`src/rtl/seq_magnitude_comparator.sv`:
```
// seq_magnitude_comparator
//   Multi-cycle magnitude comparator. Scans two WIDTH-bit operands MSB-first,
//   DIGIT bits per clock, and registers a one-hot verdict on out:
//     100 = a>b, 010 = a==b, 001 = a<b.
//   SIGNED=1 turns the compare into two's-complement by flipping the sign bit
//   of both operands at capture (offset binary), so every chunk compare stays
//   unsigned.
//
//   Optional feature macro: SEQ_CMP_EARLY_EXIT_EN
//     defined   : the scan stops at the first differing chunk (latency 1..N).
//     undefined : the scan always runs all N chunks (fixed latency N). The
//                 first differing chunk's verdict is held internally and is
//                 never overridden by later chunks.
module seq_magnitude_comparator #(
  parameter int WIDTH  = 8,
  parameter int DIGIT  = 2,
  parameter int SIGNED = 0
) (
  input  logic             clk,
  input  logic             rst_n,
  input  logic             start,
  input  logic [WIDTH-1:0] a,
  input  logic [WIDTH-1:0] b,
  output logic             busy,
  output logic             done,
  output logic [2:0]       out
);

  localparam int N    = WIDTH / DIGIT;
  localparam int IDXW = (N > 1) ? $clog2(N) : 1;
  localparam logic [IDXW-1:0] LAST_IDX = IDXW'(N - 1);

  localparam logic [2:0] V_GT   = 3'b100;
  localparam logic [2:0] V_EQ   = 3'b010;
  localparam logic [2:0] V_LT   = 3'b001;
  localparam logic [2:0] V_NONE = 3'b000;

  // Operand width must split into whole chunks.
  if ((DIGIT < 1) || ((WIDTH % DIGIT) != 0)) begin : g_width_check
    $error("seq_magnitude_comparator: WIDTH must be a multiple of DIGIT");
  end

  typedef enum logic [1:0] {
    S_IDLE = 2'd0,
    S_SCAN = 2'd1,
    S_DONE = 2'd2
  } state_t;

  // Map an operand into the unsigned compare domain. In signed mode the sign
  // bit is flipped so that the most negative value becomes all-zeros.
  function automatic logic [WIDTH-1:0] to_cmp_domain(input logic [WIDTH-1:0] v);
    logic [WIDTH-1:0] r;
    r = v;
    if (SIGNED != 0) begin
      r[WIDTH-1] = ~v[WIDTH-1];
    end
    return r;
  endfunction

  // One-hot verdict of a single unsigned chunk compare.
  function automatic logic [2:0] chunk_verdict(input logic [DIGIT-1:0] ca,
                                               input logic [DIGIT-1:0] cb);
    logic [2:0] v;
    if (ca > cb) begin
      v = V_GT;
    end else if (ca < cb) begin
      v = V_LT;
    end else begin
      v = V_EQ;
    end
    return v;
  endfunction

  state_t           state_q;
  state_t           state_d;
  logic [WIDTH-1:0] sh_a;
  logic [WIDTH-1:0] sh_b;
  logic [IDXW-1:0]  idx;
  logic [2:0]       out_q;

  logic [DIGIT-1:0] chunk_a;
  logic [DIGIT-1:0] chunk_b;
  logic [2:0]       chunk_v;
  logic             chunk_ne;
  logic             last_chunk;
  logic             accept;

  // The chunk under test is always the top DIGIT bits of the shift registers.
  assign chunk_a    = sh_a[WIDTH-1 -: DIGIT];
  assign chunk_b    = sh_b[WIDTH-1 -: DIGIT];
  assign chunk_v    = chunk_verdict(chunk_a, chunk_b);
  assign chunk_ne   = (chunk_v != V_EQ);
  assign last_chunk = (idx == LAST_IDX);

  // A start is honoured in IDLE and in DONE (back-to-back), never while scanning.
  assign accept = start && (state_q != S_SCAN);

  assign busy = (state_q == S_SCAN);
  assign done = (state_q == S_DONE);
  assign out  = out_q;

  // State register.
  always_ff @(posedge clk or negedge rst_n) begin
    if (!rst_n) begin
      state_q <= S_IDLE;
    end else begin
      state_q <= state_d;
    end
  end

  // Next-state logic.
  always_comb begin
    state_d = state_q;
    case (state_q)
      S_IDLE: begin
        if (start) begin
          state_d = S_SCAN;
        end
      end
      S_SCAN: begin
`ifdef SEQ_CMP_EARLY_EXIT_EN
        if (chunk_ne || last_chunk) begin
          state_d = S_DONE;
        end
`else
        if (last_chunk) begin
          state_d = S_DONE;
        end
`endif
      end
      S_DONE: begin
        state_d = start ? S_SCAN : S_IDLE;
      end
      default: begin
        state_d = S_IDLE;
      end
    endcase
  end

`ifdef SEQ_CMP_EARLY_EXIT_EN

  // Operand capture, chunk shifting and verdict load; exits on the first difference.
  always_ff @(posedge clk or negedge rst_n) begin
    if (!rst_n) begin
      sh_a  <= '0;
      sh_b  <= '0;
      idx   <= '0;
      out_q <= V_NONE;
    end else if (accept) begin
      sh_a  <= to_cmp_domain(a);
      sh_b  <= to_cmp_domain(b);
      idx   <= '0;
      out_q <= V_NONE;
    end else if (state_q == S_SCAN) begin
      sh_a <= sh_a << DIGIT;
      sh_b <= sh_b << DIGIT;
      idx  <= idx + 1'b1;
      if (chunk_ne || last_chunk) begin
        // chunk_v is already 010 when the final chunk is equal.
        out_q <= chunk_v;
      end
    end
  end

`else

  // First differing verdict seen so far; V_NONE while every chunk has matched.
  logic [2:0] first_q;

  // Operand capture, chunk shifting and verdict load after a full-length scan.
  always_ff @(posedge clk or negedge rst_n) begin
    if (!rst_n) begin
      sh_a    <= '0;
      sh_b    <= '0;
      idx     <= '0;
      out_q   <= V_NONE;
      first_q <= V_NONE;
    end else if (accept) begin
      sh_a    <= to_cmp_domain(a);
      sh_b    <= to_cmp_domain(b);
      idx     <= '0;
      out_q   <= V_NONE;
      first_q <= V_NONE;
    end else if (state_q == S_SCAN) begin
      sh_a <= sh_a << DIGIT;
      sh_b <= sh_b << DIGIT;
      idx  <= idx + 1'b1;
      if ((first_q == V_NONE) && chunk_ne) begin
        first_q <= chunk_v;
      end
      if (last_chunk) begin
        // Earlier difference wins; otherwise the final chunk decides (or 010).
        out_q <= (first_q != V_NONE) ? first_q : chunk_v;
      end
    end
  end

`endif

endmodule

```
`config.mk`:
```
export PLATFORM = sky130hd
export DESIGN_NAME = seq_magnitude_comparator
export DESIGN_NICKNAME = d
export VERILOG_FILES = /design/src/rtl/seq_magnitude_comparator.sv
export SDC_FILE = /design/constraint.sdc
export NUM_CORES = 1
export LEC_CHECK = 0
export BUFFER_PORTS_ARGS = -buffer_cell sky130_fd_sc_hd__buf_2
export CAP_MARGIN = 40
export CORE_MARGIN = 2
export CORE_UTILIZATION = 53
export DETAILED_ROUTE_END_ITERATION = 6
export GPL_TIMING_DRIVEN = 0
export PLACE_DENSITY_LB_ADDON = 0.05
export SLEW_MARGIN = 20
export SYNTH_ARGS = -nofsm -noshare
export SYNTH_HDL_FRONTEND = slang
export SYNTH_SLANG_ARGS = --single-unit
```
`constraint.sdc`:
```
create_clock -name clk -period 1.7 [get_ports clk]
set_input_delay 0.34 -clock clk [delete_from_list [all_inputs] [get_ports clk]]
set_output_delay 0.34 -clock clk [all_outputs]
set_load 0.005 [all_outputs]
```
After elaboration in Yosys (flattened, before gate mapping)

Index checks and enable logic that the tools add are counted.
W data, S select, Z words.

Output and inout port bits: 5
Bits in registers: 26

Multiplexer cells: 19
$add $sub $neg: 1
Reduce and logical (&&, ||, !) cells: 11
Eq/ne operators: 7
Order comparisons: 2

Operator list:

| operator              | number |
|---|---|
| $mux W8               | 4 |
| $mux W3               | 8 |
| $mux W2               | 5 |
| $pmux W2 S3           | 1 |
| $reduce_and A2 Y1     | 3 |
| $reduce_bool A2 Y1    | 3 |
| $eq A2 B2 Y1 const B  | 2 |
| $ne A2 B1 Y1 const B  | 2 |
| $logic_not A3 Y1      | 1 |
| $ne A3 B2 Y1 const B  | 1 |
| $reduce_bool A3 Y1    | 1 |
| $add A2 B1 Y2 const B | 1 |
| $eq A2 B1 Y1 const B  | 1 |
| $gt A2 B2 Y1          | 1 |
| $logic_and A1 B1 Y1   | 2 |
| $logic_not A2 Y1      | 1 |
| $lt A2 B2 Y1          | 1 |
| $ne A2 B2 Y1 const B  | 1 |
| $mux W1               | 1 |

Logic depth before layout (Yosys ltp)

Word-level depth: 8
Depth in mapped cells: 6
Gate-level depth less buffers: 6

Worst setup path after synthesis

No wires, ideal clock.

Kind: reg2reg
Start point: register sh_a[7]
End point: register out_q[0], in the netlist out[0]
Data required time: 1.626 ns
Arrival time: 1.209 ns
Path slack: 0.417 ns
Stages on the path, launching flop included: 6
Clock period less this slack: 1.283 ns
Cells stage by stage: dfrtp_1 > ha_1 > nor2b_1 > nor4_1 > nor2_1 > o21ai_2

Cells in the longest elaborated chain, start to end: 7
Elaborated cells on any way between the ends: 8

RTL lines:

| element                | RTL line | RTL |
|---|---|---|
| from (decl)            | 76       | `logic [WIDTH-1:0] sh_a;` |
| from (signal assigned) | 179      | `sh_a <= to_cmp_domain(a);` |
| from (signal assigned) | 185      | `sh_a <= sh_a << DIGIT;` |
| $lt A2 B2 Y1           | 66       | `end else if (ca < cb) begin` |
| $mux W2                | 66       |  |
| $mux W3 *              | 64       | `if (ca > cb) begin` |
| $mux W3 *              | 193      | `out_q <= (first_q != V_NONE) ? first_q : chunk_v;` |
| $mux W3 *              | 191      | `if (last_chunk) begin` |
| $mux W3 *              | 184      | `end else if (state_q == S_SCAN) begin` |
| $mux W3 *              | 178      | `end else if (accept) begin` |
| to (signal assigned)   | 193      |  |
| to (decl)              | 79       | `logic [2:0] out_q;` |

Mark *: on every way between the ends. The rest lies on a longest branch, timed or not. The select of a mux whose other input is x is not followed.
A chain may end at the register's enable or synchronous reset.

Final worst setup path

Start point: register state_q[1]
End point: output port busy

Cells in the longest elaborated chain, start to end: 1

RTL lines:

| element                | RTL line | RTL |
|---|---|---|
| from (decl)            | 74       | `state_t state_q;` |
| from (signal assigned) | 107      | `state_q <= state_d;` |
| $eq A2 B1 Y1           | 98       | `assign busy = (state_q == S_SCAN);` |
| to (decl)              | 24       | `output logic busy,` |

No other way between the ends.

==> impl_metrics.py <==
metrics = {
    "status": {
        "status": "finished, violations left",
        "violations": "hold timing",
    },
    "timing": {
        "fin_setup_tns_ns": 0,
        "max-slew-margin-rel": 0.614,
        "timing.fmax_ghz": 0.655,
        "timing.hold.ws_ns": -0.0111,
        "rsz0062_at_grt": "false",
        "fin_crit_sh": 0.898,
        "worst_pin_slew_ns": 0.580,
        "setup_viol": 0,
        "finalMaxSlewViolations": 0,
        "finalHoldViolCount": 13,
        "clock_skew_ns": 0.00802,
        "min_period_ns": 1.53,
    },
    "synthesis": {
        "yosysTopAreaCellShare": 0.537,
        "synth_xor_area_frac": 0,
        "syn_area_sq_um": 1210,
        "synth_largest_area_cell": "dfrtp_1",
        "syn-num-nets": 135,
        "synth_top_family_by_area": "multiplexers",
        "yosysUniqueCellTypes": 25,
        "synth_mux_area_frac": 0.143,
        "syn_avg_cell_area_sq_um": 10.7,
        "synthAdderAreaFrac": 0.0310,
        "ys_warn_count": 0,
        "yosys.area_share.simple": 0.128,
        "synth-seq-area-share": 0.537,
        "synth.area.top_cells": "dfrtp_1 (54%), mux2i_1 (13%), nand2_1 (6.2%), o21ai_0 (4.1%), o21ai_1 (3.3%)",
        "synth_compound_area_frac": 0.105,
        "synthCells": 113,
        "ys_ff_latch": 26,
    },
    "cells_and_area": {
        "drive_above_1_share": 0.241,
        "antenna-diode-count": 0,
        "area.growth.synth_to_final_pct": 13.2,
        "nNetsFinal": 161,
        "final_core_util": 0.626,
        "fillers": 188,
    },
    "die": {
        "die_y_um": 51.8,
        "core-area_sq_um": 2190,
        "initial_core_util": 0.553,
        "ios": 24,
        "die_w_um": 51.8,
        "rows": 17,
        "dieArea_sq_um": 2690,
    },
    "clock_network": {
        "post_cts_buffers": 0,
        "clk_pin_slew_ns": 0.14,
        "cts_sinks": 26,
        "cts_resized": 0,
        "cts_hold_buf": 0,
        "cts_root_buf": "clkbuf_4",
        "cts_tree": "yes",
        "cts_made_buffers": 3,
        "clkLatencyLatePin_ns": 0.32,
        "cts_buffer_depth": 2,
        "htree_levels": 1,
    },
    "critical_path": {
        "r2r_setup_slack_ns": 0.24,
        "r2r-start": "sh_b[7]",
        "path_class": "flip-flop to primary output",
        "ff2ff_path_depth": 6,
        "end_kind": "primary output",
        "worstPathRequired_ns": 1.36,
        "cp.arrival_ns": 1.19,
        "r2r-end": "out[0]",
        "crit_path_start_kind": "flip-flop",
        "critPathMaxFanout": 16,
    },
    "routing": {
        "ant_nets": 0,
        "drt_wl_total_mm": 2.12,
        "vias_per_cell": 5.18,
        "drtIter0Drc": 5,
        "dr.pass1.iters": 3,
        "vias": 854,
        "drc_errors": 0,
        "drt-wirelength-per-cell_um": 12.8,
    },
    "global_routing": {
        "antenna_found_initial": 0,
        "gr-total-overflow": 0,
        "grt_pass1_vias": 862,
        "grt_max_degree": 27,
        "grt.total_usage": 0.186,
        "grt_pass1_wl_mm": 3.59,
    },
    "power_and_ir_drop": {
        "leakagePower_uw": 0.000703,
        "vdd_drop_max_v": 0.000834,
        "powerDensity_nw_per_um2": 1560,
    },
    "placement": {
        "port_buffers": 22,
        "gp_congestion": 0.692,
        "dpl.hpwl_mm": 1.53,
    },
    "worst_hold_path": {
        "min_path_type": "input port to async pin",
    },
    "run": {
        "drv_cap": 0,
    },
}
-- sequential cells by signal, summed over array words and instances (netlist names) --
name / count
first_q: 3
idx: 2
out: 3
sh_a: 8
sh_b: 8
state_q: 2
-- worst max-delay path, cell delays in order (launching register included) --
cell and delay (ns):
dfrtp_1 0.39, nand2b_4 0.18, inv_4 0.16, buf_2 0.14
-- layout make-up --
type                    count  area (sq um)  area share
flip-flops and latches     26           651       0.474
multi-input cells          77           494       0.360
repair buffers             22           110      0.0802
plain buffers               4          38.8      0.0283
well taps                  28          35.0      0.0255
clock buffers               3          22.5      0.0164
inverters                   5          21.3      0.0155
-- synth_stat cells --
cell      instances
buf_6             1
o21ai_2           1
a22o_1            1
buf_8             1
inv_1             4
nor2_1            5
nand2_1          20
mux2i_2           1
inv_4             1
nand3_1           1
ha_1              3
o21ai_0          10
clkbuf_2          1
o21ai_1           8
mux2i_1          16
nor4_1            1
nor2b_1           4
nand2b_4          1
dfrtp_1          26
nor3_1            1
buf_4             2
a211oi_1          1
a31oi_1           1
o22ai_1           1
and2_1            1
-- worst max path at each step --
stage                           from     end  slack (ns)  cells after the start
final                     state_q[1]    busy        0.17                      3
after global routing      state_q[1]    busy        0.08                      3
after CTS                 state_q[1]    busy        0.04                      4
after detailed placement     sh_b[7]  out[0]        0.28                      6
after global placement       sh_a[7]  out[0]        0.34                      5
after floorplan              sh_a[7]  out[0]        0.42                      5
-- per-layer routing --
metal  global-route usage  vias up  wire length [um]  share of wire
li1                     -      434                 -              -
met1                0.222      398               970           0.46
met2                0.306       18              1020           0.48
met3               0.0345        4                77          0.036
met4                0.118        0                50          0.024
met5                    0        -                 0              0
-- logic make-up (layout without fill, tap and decap cells) --
kind of cell	Yosys count	count (layout)
adders and majority gates	3	3
AOI/OAI and AO/OA	23	23
and+or+nand+nor	34	34
buffers and inverters	10	34
muxes	17	17
DFF	26	26
-- report_power, final --
part           total, uW  leakage [uW]  internal, uW  switching [uW]
clock                260     0.0000138          83.2             177
combinational        874      0.000354           383             491
sequential          1010      0.000336           859             147
total               2140      0.000703          1330             815
-- layout by cell type, fill, tap and decap left out, types with 3 or more instances in the layout --
cell | synthesis | routed
nand2_1 | 20 | 20
inv_1 | 4 | 4
nor2b_1 | 4 | 4
o21ai_0 | 10 | 10
mux2i_1 | 16 | 16
ha_1 | 3 | 3
buf_2 | 0 | 22
clkbuf_4 | 0 | 3
o21ai_1 | 8 | 8
nor2_1 | 5 | 5
dfrtp_1 | 26 | 26
-- metrics by stage --
step	instance area [sq um]	std cells	setup WS, ns	total power, uW
after detailed placement	1360	163	0.276	1940
after CTS	1380	166	0.0396	2200
after floorplan	1210	113	0.417	1670
after global routing	1370	165	0.0822	2340
after global placement	1360	163	0.340	1900
final	1370	165	0.173	2140
Note: power is estimated with default switching activity, not from simulation.
